### src/rtl/multicycle_control.sv
// multicycle_control: Moore control FSM for the multi-cycle MIPS datapath.
// Sequences fetch/decode/execute/memory/writeback for LW, SW, J, JAL, JR,
// BNE, XORI, ADD, SUB and SLT, and stalls on the unified memory.
//
// Memory handshake: a request (mem_read_enable or mem_write_enable) is held
// steady, together with its address select, until the cycle in which
// mem_ready=1; that cycle is the one in which the access completes, so
// pc_write, ir_write and the store's instr_done are qualified by mem_ready.
// mem_ready is ignored in every state that does not issue a request.
module multicycle_control (
    input  logic       clk,
    input  logic       reset,
    input  logic [5:0] op,
    input  logic [5:0] funct,
    input  logic       zero,
    input  logic       mem_ready,
    output logic       pc_write,
    output logic       pc_write_cond,
    output logic [1:0] pc_src,
    output logic       i_or_d,
    output logic       mem_read_enable,
    output logic       mem_write_enable,
    output logic       ir_write,
    output logic       alu_src_a,
    output logic [2:0] alu_src_b,
    output logic [2:0] alu_op,
    output logic       reg_write_enable,
    output logic [1:0] reg_dest,
    output logic [1:0] mem_to_reg,
    output logic       instr_done,
    output logic       illegal,
    output logic [3:0] state
);

    typedef enum logic [3:0] {
        IDLE      = 4'd0,
        FETCH     = 4'd1,
        DECODE    = 4'd2,
        MEM_ADDR  = 4'd3,
        MEM_READ  = 4'd4,
        MEM_WB    = 4'd5,
        MEM_WRITE = 4'd6,
        R_EXEC    = 4'd7,
        R_WB      = 4'd8,
        I_EXEC    = 4'd9,
        I_WB      = 4'd10,
        BRANCH    = 4'd11,
        JUMP      = 4'd12,
        JAL       = 4'd13,
        JR        = 4'd14
    } state_t;

    localparam logic [2:0] ALU_ADD = 3'b000;
    localparam logic [2:0] ALU_SUB = 3'b001;
    localparam logic [2:0] ALU_XOR = 3'b010;
    localparam logic [2:0] ALU_SLT = 3'b011;

    state_t cur_state;
    state_t nxt_state;
    logic   illegal_q;
    logic   decode_bad;

    // The zero flag gates pc_write_cond inside the datapath, not here.
    logic unused_zero;
    assign unused_zero = zero;

    assign state   = cur_state;
    assign illegal = illegal_q;

    // State register and sticky illegal flag; only reset clears either.
    always_ff @(posedge clk or posedge reset) begin
        if (reset) begin
            cur_state <= IDLE;
            illegal_q <= 1'b0;
        end else begin
            cur_state <= nxt_state;
            if (cur_state == DECODE && decode_bad)
                illegal_q <= 1'b1;
        end
    end

    // Next-state logic; DECODE dispatches on the live op/funct from IR.
    always_comb begin
        nxt_state  = cur_state;
        decode_bad = 1'b0;
        case (cur_state)
            IDLE:      nxt_state = FETCH;
            FETCH:     nxt_state = mem_ready ? DECODE : FETCH;
            DECODE: begin
                case (op)
                    6'h23, 6'h2B: nxt_state = MEM_ADDR;
                    6'h00: begin
                        if (funct == 6'h20 || funct == 6'h22 || funct == 6'h2A)
                            nxt_state = R_EXEC;
                        else if (funct == 6'h08)
                            nxt_state = JR;
                        else begin
                            nxt_state  = FETCH;
                            decode_bad = 1'b1;
                        end
                    end
                    6'h0E: nxt_state = I_EXEC;
                    6'h05: nxt_state = BRANCH;
                    6'h02: nxt_state = JUMP;
                    6'h03: nxt_state = JAL;
                    default: begin
                        nxt_state  = FETCH;
                        decode_bad = 1'b1;
                    end
                endcase
            end
            MEM_ADDR:  nxt_state = (op == 6'h23) ? MEM_READ : MEM_WRITE;
            MEM_READ:  nxt_state = mem_ready ? MEM_WB : MEM_READ;
            MEM_WRITE: nxt_state = mem_ready ? FETCH : MEM_WRITE;
            R_EXEC:    nxt_state = R_WB;
            I_EXEC:    nxt_state = I_WB;
            MEM_WB, R_WB, I_WB, BRANCH, JUMP, JAL, JR: nxt_state = FETCH;
            default:   nxt_state = IDLE;
        endcase
    end

    // Moore output decode; only fetch and store completion look at mem_ready.
    always_comb begin
        pc_write         = 1'b0;
        pc_write_cond    = 1'b0;
        pc_src           = 2'd0;
        i_or_d           = 1'b0;
        mem_read_enable  = 1'b0;
        mem_write_enable = 1'b0;
        ir_write         = 1'b0;
        alu_src_a        = 1'b0;
        alu_src_b        = 3'd0;
        alu_op           = ALU_ADD;
        reg_write_enable = 1'b0;
        reg_dest         = 2'd0;
        mem_to_reg       = 2'd0;
        instr_done       = 1'b0;
        case (cur_state)
            FETCH: begin
                mem_read_enable = 1'b1;
                alu_src_b       = 3'd1;
                pc_write        = mem_ready;
                ir_write        = mem_ready;
            end
            DECODE:   alu_src_b = 3'd3;
            MEM_ADDR: begin
                alu_src_a = 1'b1;
                alu_src_b = 3'd2;
            end
            MEM_READ: begin
                i_or_d          = 1'b1;
                mem_read_enable = 1'b1;
            end
            MEM_WB: begin
                reg_write_enable = 1'b1;
                mem_to_reg       = 2'd1;
                instr_done       = 1'b1;
            end
            MEM_WRITE: begin
                i_or_d           = 1'b1;
                mem_write_enable = 1'b1;
                instr_done       = mem_ready;
            end
            R_EXEC: begin
                alu_src_a = 1'b1;
                case (funct)
                    6'h22:   alu_op = ALU_SUB;
                    6'h2A:   alu_op = ALU_SLT;
                    default: alu_op = ALU_ADD;
                endcase
            end
            R_WB: begin
                reg_write_enable = 1'b1;
                reg_dest         = 2'd1;
                instr_done       = 1'b1;
            end
            I_EXEC: begin
                alu_src_a = 1'b1;
                alu_src_b = 3'd4;
                alu_op    = ALU_XOR;
            end
            I_WB: begin
                reg_write_enable = 1'b1;
                instr_done       = 1'b1;
            end
            BRANCH: begin
                alu_src_a     = 1'b1;
                alu_op        = ALU_SUB;
                pc_write_cond = 1'b1;
                pc_src        = 2'd1;
                instr_done    = 1'b1;
            end
            JUMP: begin
                pc_write   = 1'b1;
                pc_src     = 2'd2;
                instr_done = 1'b1;
            end
            JAL: begin
                pc_write         = 1'b1;
                pc_src           = 2'd2;
                reg_write_enable = 1'b1;
                reg_dest         = 2'd2;
                mem_to_reg       = 2'd2;
                instr_done       = 1'b1;
            end
            JR: begin
                pc_write   = 1'b1;
                pc_src     = 2'd3;
                instr_done = 1'b1;
            end
            default: ;
        endcase
    end

endmodule

### config.mk
export PLATFORM = sky130hd
export DESIGN_NAME = multicycle_control
export DESIGN_NICKNAME = d
export VERILOG_FILES = /design/src/rtl/multicycle_control.sv
export SDC_FILE = /design/constraint.sdc
export NUM_CORES = 1
export LEC_CHECK = 0
export BUFFER_PORTS_ARGS = -buffer_cell sky130_fd_sc_hd__buf_2
export CAP_MARGIN = 5
export CORE_MARGIN = 2
export CORE_UTILIZATION = 39
export CTS_CLUSTER_SIZE = 40
export DETAILED_ROUTE_END_ITERATION = 16
export PLACE_DENSITY = 0.73
export SYNTH_ARGS = -nofsm -noshare
export SYNTH_HDL_FRONTEND = slang
export SYNTH_SLANG_ARGS = --single-unit
### constraint.sdc
create_clock -name clk -period 1.7 [get_ports clk]
set_clock_uncertainty 0.2 [all_clocks]
set_input_delay 0.255 -clock clk [delete_from_list [all_inputs] [get_ports clk]]
set_output_delay 0.255 -clock clk [all_outputs]
set_load 0.01 [all_outputs]
==> flow_summary.json <==
{
  "cp_max_fo": 6,
  "via_per_inst": 5.53,
  "place_area_um2": 1020,
  "clk_latency_ns": 0.26,
  "fin_area_um2": 1430,
  "place.gp.congestion": 0.820,
  "initial_utilization_pct": 42.5,
  "crit_arrival_ns": 1.53,
  "port_buffers": 39,
  "rows": 15,
  "rr_worst_depth": 4,
  "die_w_um": 48.1,
  "status": "complete, but fails checks",
  "grt_pass1_wl_mm": 3.46,
  "syn_area_um2": 758,
  "synth.net_count": 128,
  "dieHeight_um": 48.1,
  "cp_slowest_cell": "dfrtp_2",
  "ant_nets": 0,
  "intPower_w": 0.00103,
  "drt_first_pass_iters": 4,
  "p_per_area_nw_per_um2": 1340,
  "drt_iter0_markers": 21,
  "clockBufferDepth": 2,
  "hp-class": "input port to flip-flop",
  "cts_buffers": 3,
  "die_area_um2": 2310,
  "grt.total_usage_pct": 21.4,
  "synth_ff_type": "dfrtp_1",
  "period_needed_ns": 1.98,
  "fmax_mhz": 504,
  "yosysWarnings": 0,
  "dpl.hpwl_mm": 1.59,
  "switchingPower_w": 0.000888,
  "switching_share_pct": 46.2,
  "synth_sequential_area_ratio_pct": 16.5,
  "grt_max_degree": 11,
  "ir_drop_mv": 0.887,
  "p_leak_nw": 0.666,
  "fin_nets": 190,
  "vias": 1100,
  "design.core.area_um2": 1780,
  "endpoint_kind": "output port",
  "power_frac_seq_pct": 13.1,
  "routed_wl_mm": 3.06,
  "cp_cell_sequence": "nor2b_4 -> or2_1 -> nor3b_1 -> buf_2",
  "antenna_found_initial": 0,
  "first_global_vias": 861,
  "syn_avg_cell_area_um2": 6.77,
  "clk_pin_slew_ns": 0.05,
  "rsz0062_at_grt": "yes",
  "power_frac_comb_pct": 79.3,
  "fin_hold_ws_ns": 0.181,
  "async_reset_ff_share_pct": 100,
  "ys_ff_latch": 5,
  "maxSlewViolCount": 0,
  "r2r_setup_slack_ns": -0.13,
  "synthCells": 112,
  "max_stage_delay_ns": 0.47,
  "reg2reg_from": "state[2]",
  "period_share_pct": 117,
  "cts_tree": "yes",
  "pwr-share-clk_pct": 7.5,
  "cts_sinks": 5,
  "r2r_end": "state[0]",
  "wl_per_cell_um": 15.4,
  "cp.required_ns": 1.24,
  "synth_edf_count": 0,
  "path_class": "flip-flop to output port",
  "setup_viol": 23,
  "ios": 42,
  "worstHoldStart": "op[4]",
  "critPathLaunchType": "flip-flop",
  "route.detailed.drc": 0,
  "holdPathEnd": "state[3]",
  "synth_cell_type_count": 43,
  "cts_root_buffer": "clkbuf_4",
  "grt-ovfl-total": 0,
  "min_path_cells": 3,
  "setup_ws_ns": -0.284,
  "htree_levels": 1,
  "hold_violations": 0,
  "drv_cap": 0,
  "synthToLayoutAreaGrowth_pct": 88.4,
  "drive_gt1_share_pct": 59.5,
  "failed_checks": "negative setup slack"
}
## per-layer routing
layer	wire length, µm	global-route usage, %	vias to the layer above
met5	0	0	-
li1	-	-	524
met2	1680	42.9	57
met3	156	1.11	7
met1	1160	21.7	512
met4	53	11.4	0
## power by group through the flow
stage | clock [W] | combinational [W] | sequential [W]
finish | 0.000145 | 0.00152 | 0.000252
global route | 0.000150 | 0.00163 | 0.000254
CTS | 0.000145 | 0.00115 | 0.000237
detailed placement | 0 | 0.000856 | 0.000230
global placement | 0 | 0.000838 | 0.000229
floorplan | 0 | 0.000505 | 0.000221
## cell type report
type / instances / area [µm²]
diodes: 1 / 2.50
well taps: 25 / 31.3
fillers: 102 / 354
flip-flops and latches: 5 / 129
clock inverters: 1 / 5.00
inverters: 5 / 22.5
multi-input cells: 93 / 741
repair buffers: 66 / 475
clock buffers: 3 / 22.5
## kinds of logic after synthesis
| kind of cell | count (synthesis) | synth area share, % |
|---|---|---|
| simple gates | 62 | 46.9 |
| compound gates | 29 | 25.9 |
| flops | 5 | 16.5 |
| xor+xnor | 1 | 1.16 |
| other cells | 1 | 0.495 |
| buf+inv | 14 | 9.08 |
## layout by cell type (no fill, tap or decap), drive strengths merged, types with 3 or more instances in the layout
cell	count
inv	4
buf	64
a21oi	3
nand2	10
nor3b	4
clkbuf	4
nor3	5
o21ai	10
dfrtp	5
nor2	13
nor2b	7
nand2b	6
## worst max path at each step
stage | from | to | cells past startpoint
floorplan | state[0] | state[0] | 4
global placement | state[0] | state[0] | 3
detailed placement | state[0] | state[0] | 3
CTS | state[2] | pc_src[0] | 4
global route | state[2] | mem_read_enable | 4
finish | state[2] | mem_read_enable | 4
## timing repair
item,CTS,global route
setup buffers,9,4
gates cloned,1,0
hold endpoints to repair,5,0
gates resized for setup,32,37
pin swaps,7,12
setup endpoints to repair,20,24
hold buffers,1,0
## cells in the mapped netlist (all sizes together) (2+ instances only)
master   instances  area (µm²)
o211ai           2        15.0
nand2           10        37.5
nor3             5        25.0
a21oi            3        15.0
clkbuf           5        18.8
nand2b           6        37.5
nand3b           2        15.0
and3             2        12.5
a21boi           2        15.0
nor2b            7        43.8
or2              2        12.5
nor3b            4        30.0
or4b             2        20.0
dfrtp            5         125
a2bb2oi          2        17.5
o21ai           10        50.0
nor2            13        48.8
inv              5        18.8
buf              4        31.3
## through the flow
step | utilization, % | total power, W | cells | setup WS, ns | TNS [ns]
after floorplan | - | 0.000726 | 112 | 0.0275 | 0
after global placement | 57.5 | 0.00107 | 179 | 0.00319 | 0
after detailed placement | 57.5 | 0.00109 | 179 | 0.00985 | 0
after CTS | 68.8 | 0.00153 | 194 | -0.127 | -1.04
after global routing | 80.0 | 0.00204 | 198 | -0.431 | -3.02
final | 80.1 | 0.00192 | 199 | -0.284 | -2.04
## sequential cells by signal (all words and copies together), names as in the netlist
register	cells
illegal	1
state	4
## critical path, delay by kind of cell (launching register included)
| kind | cells | cell delay [ns] |
|---|---|---|
| AND/OR/NAND/NOR | 3 | 0.61 |
| flip-flops | 1 | 0.47 |
| buffers and inverters | 1 | 0.19 |
Power figures use the tool's default switching activity.
